`src/rtl/tone_generator_tdm.sv`:
```
// Time-multiplexed N-voice phase-accumulator tone generator: one shared adder and
// waveform datapath swept across all voice states once per sample_tick.
module tone_generator_tdm #(
    parameter int VOICES           = 4,
    parameter int FREQ_BITS        = 16,
    parameter int PULSEWIDTH_BITS  = 12,
    parameter int OUTPUT_BITS      = 12,
    parameter int ACCUMULATOR_BITS = 24,
    localparam int VB = ($clog2(VOICES) > 1) ? $clog2(VOICES) : 1
) (
    input  logic                       clk,
    input  logic                       rst,
    input  logic                       sample_tick,
    input  logic                       cfg_we,
    input  logic [VB-1:0]              cfg_voice,
    input  logic [FREQ_BITS-1:0]       cfg_freq,
    input  logic [PULSEWIDTH_BITS-1:0] cfg_pw,
    input  logic [6:0]                 cfg_ctrl,
    output logic [OUTPUT_BITS-1:0]     dout,
    output logic [VB-1:0]              dout_voice,
    output logic                       dout_valid,
    output logic                       busy,
    output logic                       overrun
);

    localparam int A = ACCUMULATOR_BITS;
    localparam int O = OUTPUT_BITS;
    localparam int P = PULSEWIDTH_BITS;
    localparam logic [22:0] LFSR_SEED = 23'h7FFFFF;

    typedef enum logic {S_IDLE, S_SWEEP} state_t;

    state_t                r_state;
    state_t                w_state_nxt;
    logic [VB-1:0]         r_vidx;
    logic [VB-1:0]         w_vidx_nxt;
    logic                  w_proc;
    logic                  w_last;
    logic [VB-1:0]         w_src;

    logic [A-1:0]          r_acc  [VOICES];
    logic [22:0]           r_lfsr [VOICES];
    logic [FREQ_BITS-1:0]  r_freq [VOICES];
    logic [P-1:0]          r_pw   [VOICES];
    logic [6:0]            r_ctrl [VOICES];
    logic [VOICES-1:0]     r_ovf;
    logic [VOICES-1:0]     r_msb;

    logic [O-1:0]          r_dout;
    logic [VB-1:0]         r_dout_voice;
    logic                  r_dout_valid;
    logic                  r_overrun;

    logic [A-1:0]          w_acc_old;
    logic [FREQ_BITS-1:0]  w_freq;
    logic [P-1:0]          w_pw;
    logic [6:0]            w_ctrl;
    logic [A:0]            w_sum;
    logic [A-1:0]          w_acc_new;
    logic                  w_ovf_new;
    logic [22:0]           w_lfsr_old;
    logic [22:0]           w_lfsr_new;
    logic                  w_tri_flip;
    logic [O-1:0]          w_saw;
    logic [O-1:0]          w_tri;
    logic [O-1:0]          w_pulse;
    logic [O-1:0]          w_noise;
    logic [O-1:0]          w_wave;

    assign w_last = (r_vidx == VB'(VOICES - 1));
    assign w_src  = (r_vidx == '0) ? VB'(VOICES - 1) : r_vidx - VB'(1);

    always_ff @(posedge clk) begin
        if (rst) begin
            r_state <= S_IDLE;
            r_vidx  <= '0;
        end else begin
            r_state <= w_state_nxt;
            r_vidx  <= w_vidx_nxt;
        end
    end

    always_comb begin
        w_state_nxt = r_state;
        w_vidx_nxt  = r_vidx;
        w_proc      = 1'b0;
        case (r_state)
            S_IDLE: begin
                if (sample_tick) begin
                    w_state_nxt = S_SWEEP;
                    w_vidx_nxt  = '0;
                end
            end
            S_SWEEP: begin
                w_proc = 1'b1;
                if (w_last) begin
                    w_state_nxt = S_IDLE;
                    w_vidx_nxt  = '0;
                end else begin
                    w_vidx_nxt = r_vidx + VB'(1);
                end
            end
            default: w_state_nxt = S_IDLE;
        endcase
    end

    assign w_acc_old  = r_acc[r_vidx];
    assign w_freq     = r_freq[r_vidx];
    assign w_pw       = r_pw[r_vidx];
    assign w_ctrl     = r_ctrl[r_vidx];
    assign w_lfsr_old = r_lfsr[r_vidx];
    assign w_sum      = {1'b0, w_acc_old} + {{(A + 1 - FREQ_BITS){1'b0}}, w_freq};

    // r_ovf/r_msb of the source voice already hold this sweep's value for v>=1,
    // and the previous sweep's last voice for v=0, simply by processing order.
    always_comb begin
        w_acc_new  = w_sum[A-1:0];
        w_ovf_new  = w_sum[A];
        w_lfsr_new = w_lfsr_old;
        if (w_ctrl[6]) begin
            w_acc_new  = '0;
            w_ovf_new  = 1'b0;
            w_lfsr_new = LFSR_SEED;
        end else begin
            if (w_ctrl[4] && r_ovf[w_src]) begin
                w_acc_new = '0;
                w_ovf_new = 1'b0;
            end
            if (w_acc_new[19] && !w_acc_old[19]) begin
                w_lfsr_new = {w_lfsr_old[21:0], w_lfsr_old[22] ^ w_lfsr_old[17]};
            end
        end
    end

    assign w_tri_flip = w_acc_new[A-1] ^ (w_ctrl[5] & r_msb[w_src]);
    assign w_saw      = w_acc_new[A-1 -: O];
    assign w_tri      = w_tri_flip ? ~w_acc_new[A-2 -: O] : w_acc_new[A-2 -: O];
    assign w_pulse    = (w_acc_new[A-1 -: P] >= w_pw) ? {O{1'b1}} : {O{1'b0}};
    assign w_noise    = w_lfsr_new[22 -: O];

    always_comb begin
        w_wave = {O{1'b1}};
        if (w_ctrl[0]) w_wave = w_wave & w_noise;
        if (w_ctrl[1]) w_wave = w_wave & w_pulse;
        if (w_ctrl[2]) w_wave = w_wave & w_tri;
        if (w_ctrl[3]) w_wave = w_wave & w_saw;
        if (w_ctrl[3:0] == 4'b0000) w_wave = '0;
    end

    always_ff @(posedge clk) begin
        if (rst) begin
            for (int i = 0; i < VOICES; i++) begin
                r_acc[i]  <= '0;
                r_lfsr[i] <= LFSR_SEED;
                r_freq[i] <= '0;
                r_pw[i]   <= '0;
                r_ctrl[i] <= '0;
            end
            r_ovf <= '0;
            r_msb <= '0;
        end else begin
            if (cfg_we && ({1'b0, cfg_voice} < (VB + 1)'(VOICES))) begin
                r_freq[cfg_voice] <= cfg_freq;
                r_pw[cfg_voice]   <= cfg_pw;
                r_ctrl[cfg_voice] <= cfg_ctrl;
            end
            if (w_proc) begin
                r_acc[r_vidx]  <= w_acc_new;
                r_lfsr[r_vidx] <= w_lfsr_new;
                r_ovf[r_vidx]  <= w_ovf_new;
                r_msb[r_vidx]  <= w_acc_new[A-1];
            end
        end
    end

    always_ff @(posedge clk) begin
        if (rst) begin
            r_dout       <= '0;
            r_dout_voice <= '0;
            r_dout_valid <= 1'b0;
            r_overrun    <= 1'b0;
        end else begin
            r_dout_valid <= w_proc;
            r_overrun    <= sample_tick && (r_state == S_SWEEP);
            if (w_proc) begin
                r_dout       <= w_wave;
                r_dout_voice <= r_vidx;
            end
        end
    end

    assign dout       = r_dout;
    assign dout_voice = r_dout_voice;
    assign dout_valid = r_dout_valid;
    assign overrun    = r_overrun;
    assign busy       = (r_state == S_SWEEP);

endmodule

```
`config.mk`:
```
export PLATFORM = sky130hd
export DESIGN_NAME = tone_generator_tdm
export DESIGN_NICKNAME = d
export VERILOG_FILES = /design/src/rtl/tone_generator_tdm.sv
export SDC_FILE = /design/constraint.sdc
export NUM_CORES = 1
export LEC_CHECK = 0
export CAP_MARGIN = 10
export CORE_MARGIN = 5
export CORE_UTILIZATION = 50
export CTS_BUF_LIST = sky130_fd_sc_hd__clkbuf_2
export DETAILED_ROUTE_END_ITERATION = 8
export PLACE_DENSITY = 0.7
export SLEW_MARGIN = 10
export SYNTH_ARGS = -nofsm -noshare
export SYNTH_HDL_FRONTEND = slang
export SYNTH_SLANG_ARGS = --single-unit
```
`constraint.sdc`:
```
create_clock -name clk -period 11 [get_ports clk]
set_input_delay 2.2 -clock clk [delete_from_list [all_inputs] [get_ports clk]]
set_output_delay 2.2 -clock clk [all_outputs]
set_load 0.01 [all_outputs]
```
==> flow_summary_export.csv <==
group,metric,value,unit
run_status,status,"finished clean",
die,rows,68,
cts,cts_max_level,3,
synthesis,synth_compound_area_share,5.26,%
synthesis,synth_xor_area_share,0.756,%
place,finalWeightedCongestion,0.857,
synthesis,yosys.area_share.simple,15.3,%
timing,setup-violations-final,0,
layout,layout_common_cells,"328 x edfxtp_1, 154 x and2_1, 138 x clkbuf_2",
timing,tns,0,ps
synthesis,synth.cell_area,17200,µm²
global_routing,grt_max_degree,48,
layout,drive_above_1_share,20.0,%
synthesis,synth-edff-count,328,
run,max-cap-violations,0,
hold_path,worstHoldPathType,"flip-flop to flip-flop",
timing,fin_skew,92.2,ps
cts,cts_made_buffers,89,
die,core-area,34300,µm²
routing,vias_per_cell,5.59,
timing,fmax,163,MHz
routing,routed-via-count,10700,
layout,final_nets,1461,
synthesis,synth-seq-cells,357,
setup_path,worstSetupEndpointType,"flip-flop",
timing,slew_headroom,27.4,%
die,die_h,195,µm
setup_path,cp-start-kind,"flip-flop",
synthesis,seq_area_frac_synth,60.6,%
place,port-buffer-count,57,
cts,cts_setup_buffers,0,
setup_path,r2r_slack,4870,ps
power_and_ir_drop,vdd_drop_max,0.0000930,V
synthesis,synth_top_family_by_area,"simple AND/OR/NAND/NOR gates",
die,io_pins,58,
timing,slew_viol_final,0,
cts,root_buffer,"clkbuf_2",
cts,clock-sinks,357,
cts,cts_tree,"done",
place,hpwl,23500,µm
die,die-area,38200,µm²
setup_path,path_class,"flip-flop to flip-flop",
setup_path,slowest_stage,"dfxtp_4",
setup_path,cp_max_fo,30,
global_routing,grt_usage,20.2,%
place,place_area,18300,µm²
routing,ant_nets,0,
synthesis,synth_area_per_cell,13.4,µm²
synthesis,synth-adder-area-share,2.44,%
power_and_ir_drop,power.total,2.91,mW
timing,final-hold-violation-count,0,
setup_path,critPathArrivalTime,6980,ps
routing,drt_iter0_markers,687,
die,die_x,195,µm
synthesis,synth_cells,1286,
layout,final_area,19100,µm²
timing,finalCritPeriodShare,55.8,%
synthesis,syn-num-nets,1360,
global_routing,antenna_found_initial,1,
routing,finalWirelength,38500,µm
layout,n_fill_cell,2878,
timing,fin_crit,6130,ps
routing,drcViolationCount,0,
setup_path,crit_chain,"buf_4, mux4_2, ha_1, inv_1, fa_1, nor2b_1, o211ai_1, a21oi_1, a221oi_2, a21oi_1, mux2i_1, inv_1, ha_1, and3_1, nand2_1, o21ai_0, a31oi_1, or2_2, a221o_1, a211oi_2",
global_routing,gr-total-overflow,0,
cts,path_clk_slew,120,ps
timing,rsz0062_at_grt,"no",
cts,post_cts_resized,0,
global_routing,grt_pass1_wl,60900,µm
setup_path,crit_required,11850,ps
layout,synthToLayoutAreaGrowth,11.3,%
power_and_ir_drop,leakage,6.54,nW
die,initial_utilization,50.2,%
routing,wl_per_cell,20.1,µm
global_routing,grt_pass1_vias,11300,
setup_path,slowest_delay,650,ps
layout,final_common_cell,"edfxtp_1",
power_and_ir_drop,cellPowerDensity,152,nW/µm²
cts,insertion_delay,950,ps
synthesis,muxShareOfSynthArea,12.6,%
synthesis,synth_flop_cell,"edfxtp_1",
cts,cts_hold_buf,0,
synthesis,async_reset_ff_share,0,%
synthesis,yosysUniqueCellTypes,68,
synthesis,ys_warn_count,0,
cts,cts_buffer_depth,3,
routing,firstDrtPassIters,4,
timing,worstMarginPinSlew,1090,ps
==> power by group <==
group	total (mW)	internal, mW	switching (mW)
Clock	0.936	0.404	0.532
Sequential	1.57	1.55	0.0257
Combinational	0.401	0.157	0.244
Total	2.91	2.11	0.802
==> worst max-delay path: cells and delay by family (launching register included) <==
family / cells / cell delay, ps
AO/OA/AOI/OAI: 8 / 1950
multiplexers: 2 / 1250
flip-flops: 1 / 650
AND/OR/NAND/NOR: 4 / 660
buffers and inverters: 3 / 760
adder cells (fa/ha/maj): 3 / 750
==> cells by family after synthesis <==
kind of cell             Yosys count
AND/OR/NAND/NOR                  517
flip-flops                       357
buffers and inverters            127
AO/OA/AOI/OAI                    126
multiplexers                     112
adder cells (fa/ha/maj)           33
XOR/XNOR                          14
==> sequential cells by signal, summed over array words and instances (netlist names), named ones only <==
register	cells
busy	1
overrun	1
r_pw	48
dout_voice	2
r_lfsr	92
r_msb	4
r_ovf	4
r_ctrl	28
dout	12
r_acc	96
r_vidx	2
dout_valid	1
r_freq	64
==> cells in the mapped netlist (all sizes together), types with 10 or more instances <==
| library cell | instances | share of area, % |
|---|---|---|
| a211oi | 22 | 1.1 |
| a21oi | 38 | 1.1 |
| and2 | 163 | 5.9 |
| buf | 19 | 0.66 |
| clkbuf | 53 | 1.2 |
| dfxtp | 29 | 3.4 |
| edfxtp | 328 | 57 |
| ha | 32 | 2.3 |
| inv | 55 | 1.2 |
| mux2i | 27 | 1.6 |
| mux4 | 82 | 11 |
| nand2 | 128 | 2.8 |
| nand3 | 52 | 1.5 |
| nor2 | 104 | 2.3 |
| nor3 | 20 | 0.67 |
| o21ai | 13 | 0.38 |
| xnor2 | 10 | 0.55 |
==> path summary, 6_finish.rpt <==
check / start / endpoint / cells after the start
worst max-delay path: flip-flop / dout[3]$_SDFFE_PP0P_ / 20
worst min-delay path: r_ovf[1]$_SDFFE_PP0P_ / r_ovf[1]$_SDFFE_PP0P_ / 2
worst max register to register: flip-flop / dout[3]$_SDFFE_PP0P_ / 20
worst min register to register: r_ovf[1]$_SDFFE_PP0P_ / r_ovf[1]$_SDFFE_PP0P_ / 2
==> cell type report <==
type	count	area, µm²	share of cell area [%]
Multi-Input combinational cell	802	6300	32.9
Tap cell	455	569	2.97
Timing Repair Buffer	82	758	3.96
Sequential cell	357	10400	54.5
Clock inverter	23	179	0.935
Clock buffer	138	691	3.61
Inverter	55	206	1.08
Antenna cell	1	2.50	0.0131
==> metrics by stage <==
step	setup slack [ps]	hold WS, ps	std cells	util [%]
2_1_floorplan	5120	433	1286	-
5_1_grt	4300	483	1913	55.8
4_1_cts	4840	464	1912	55.8
3_3_place_gp	4920	447	1751	53.3
3_5_place_dp	4860	452	1751	53.3
6_report	4870	463	1913	55.8
==> metal layers <==
layer  up-vias  GRT usage, %  wire length [µm]
li1       5018             -                 -
met1      5328          26.7             16500
met2       287          33.5             19300
met3        58          3.99              1770
met4         0          7.53               879
met5         -             0                 0
No activity file was read; power rests on OpenSTA's default activity.
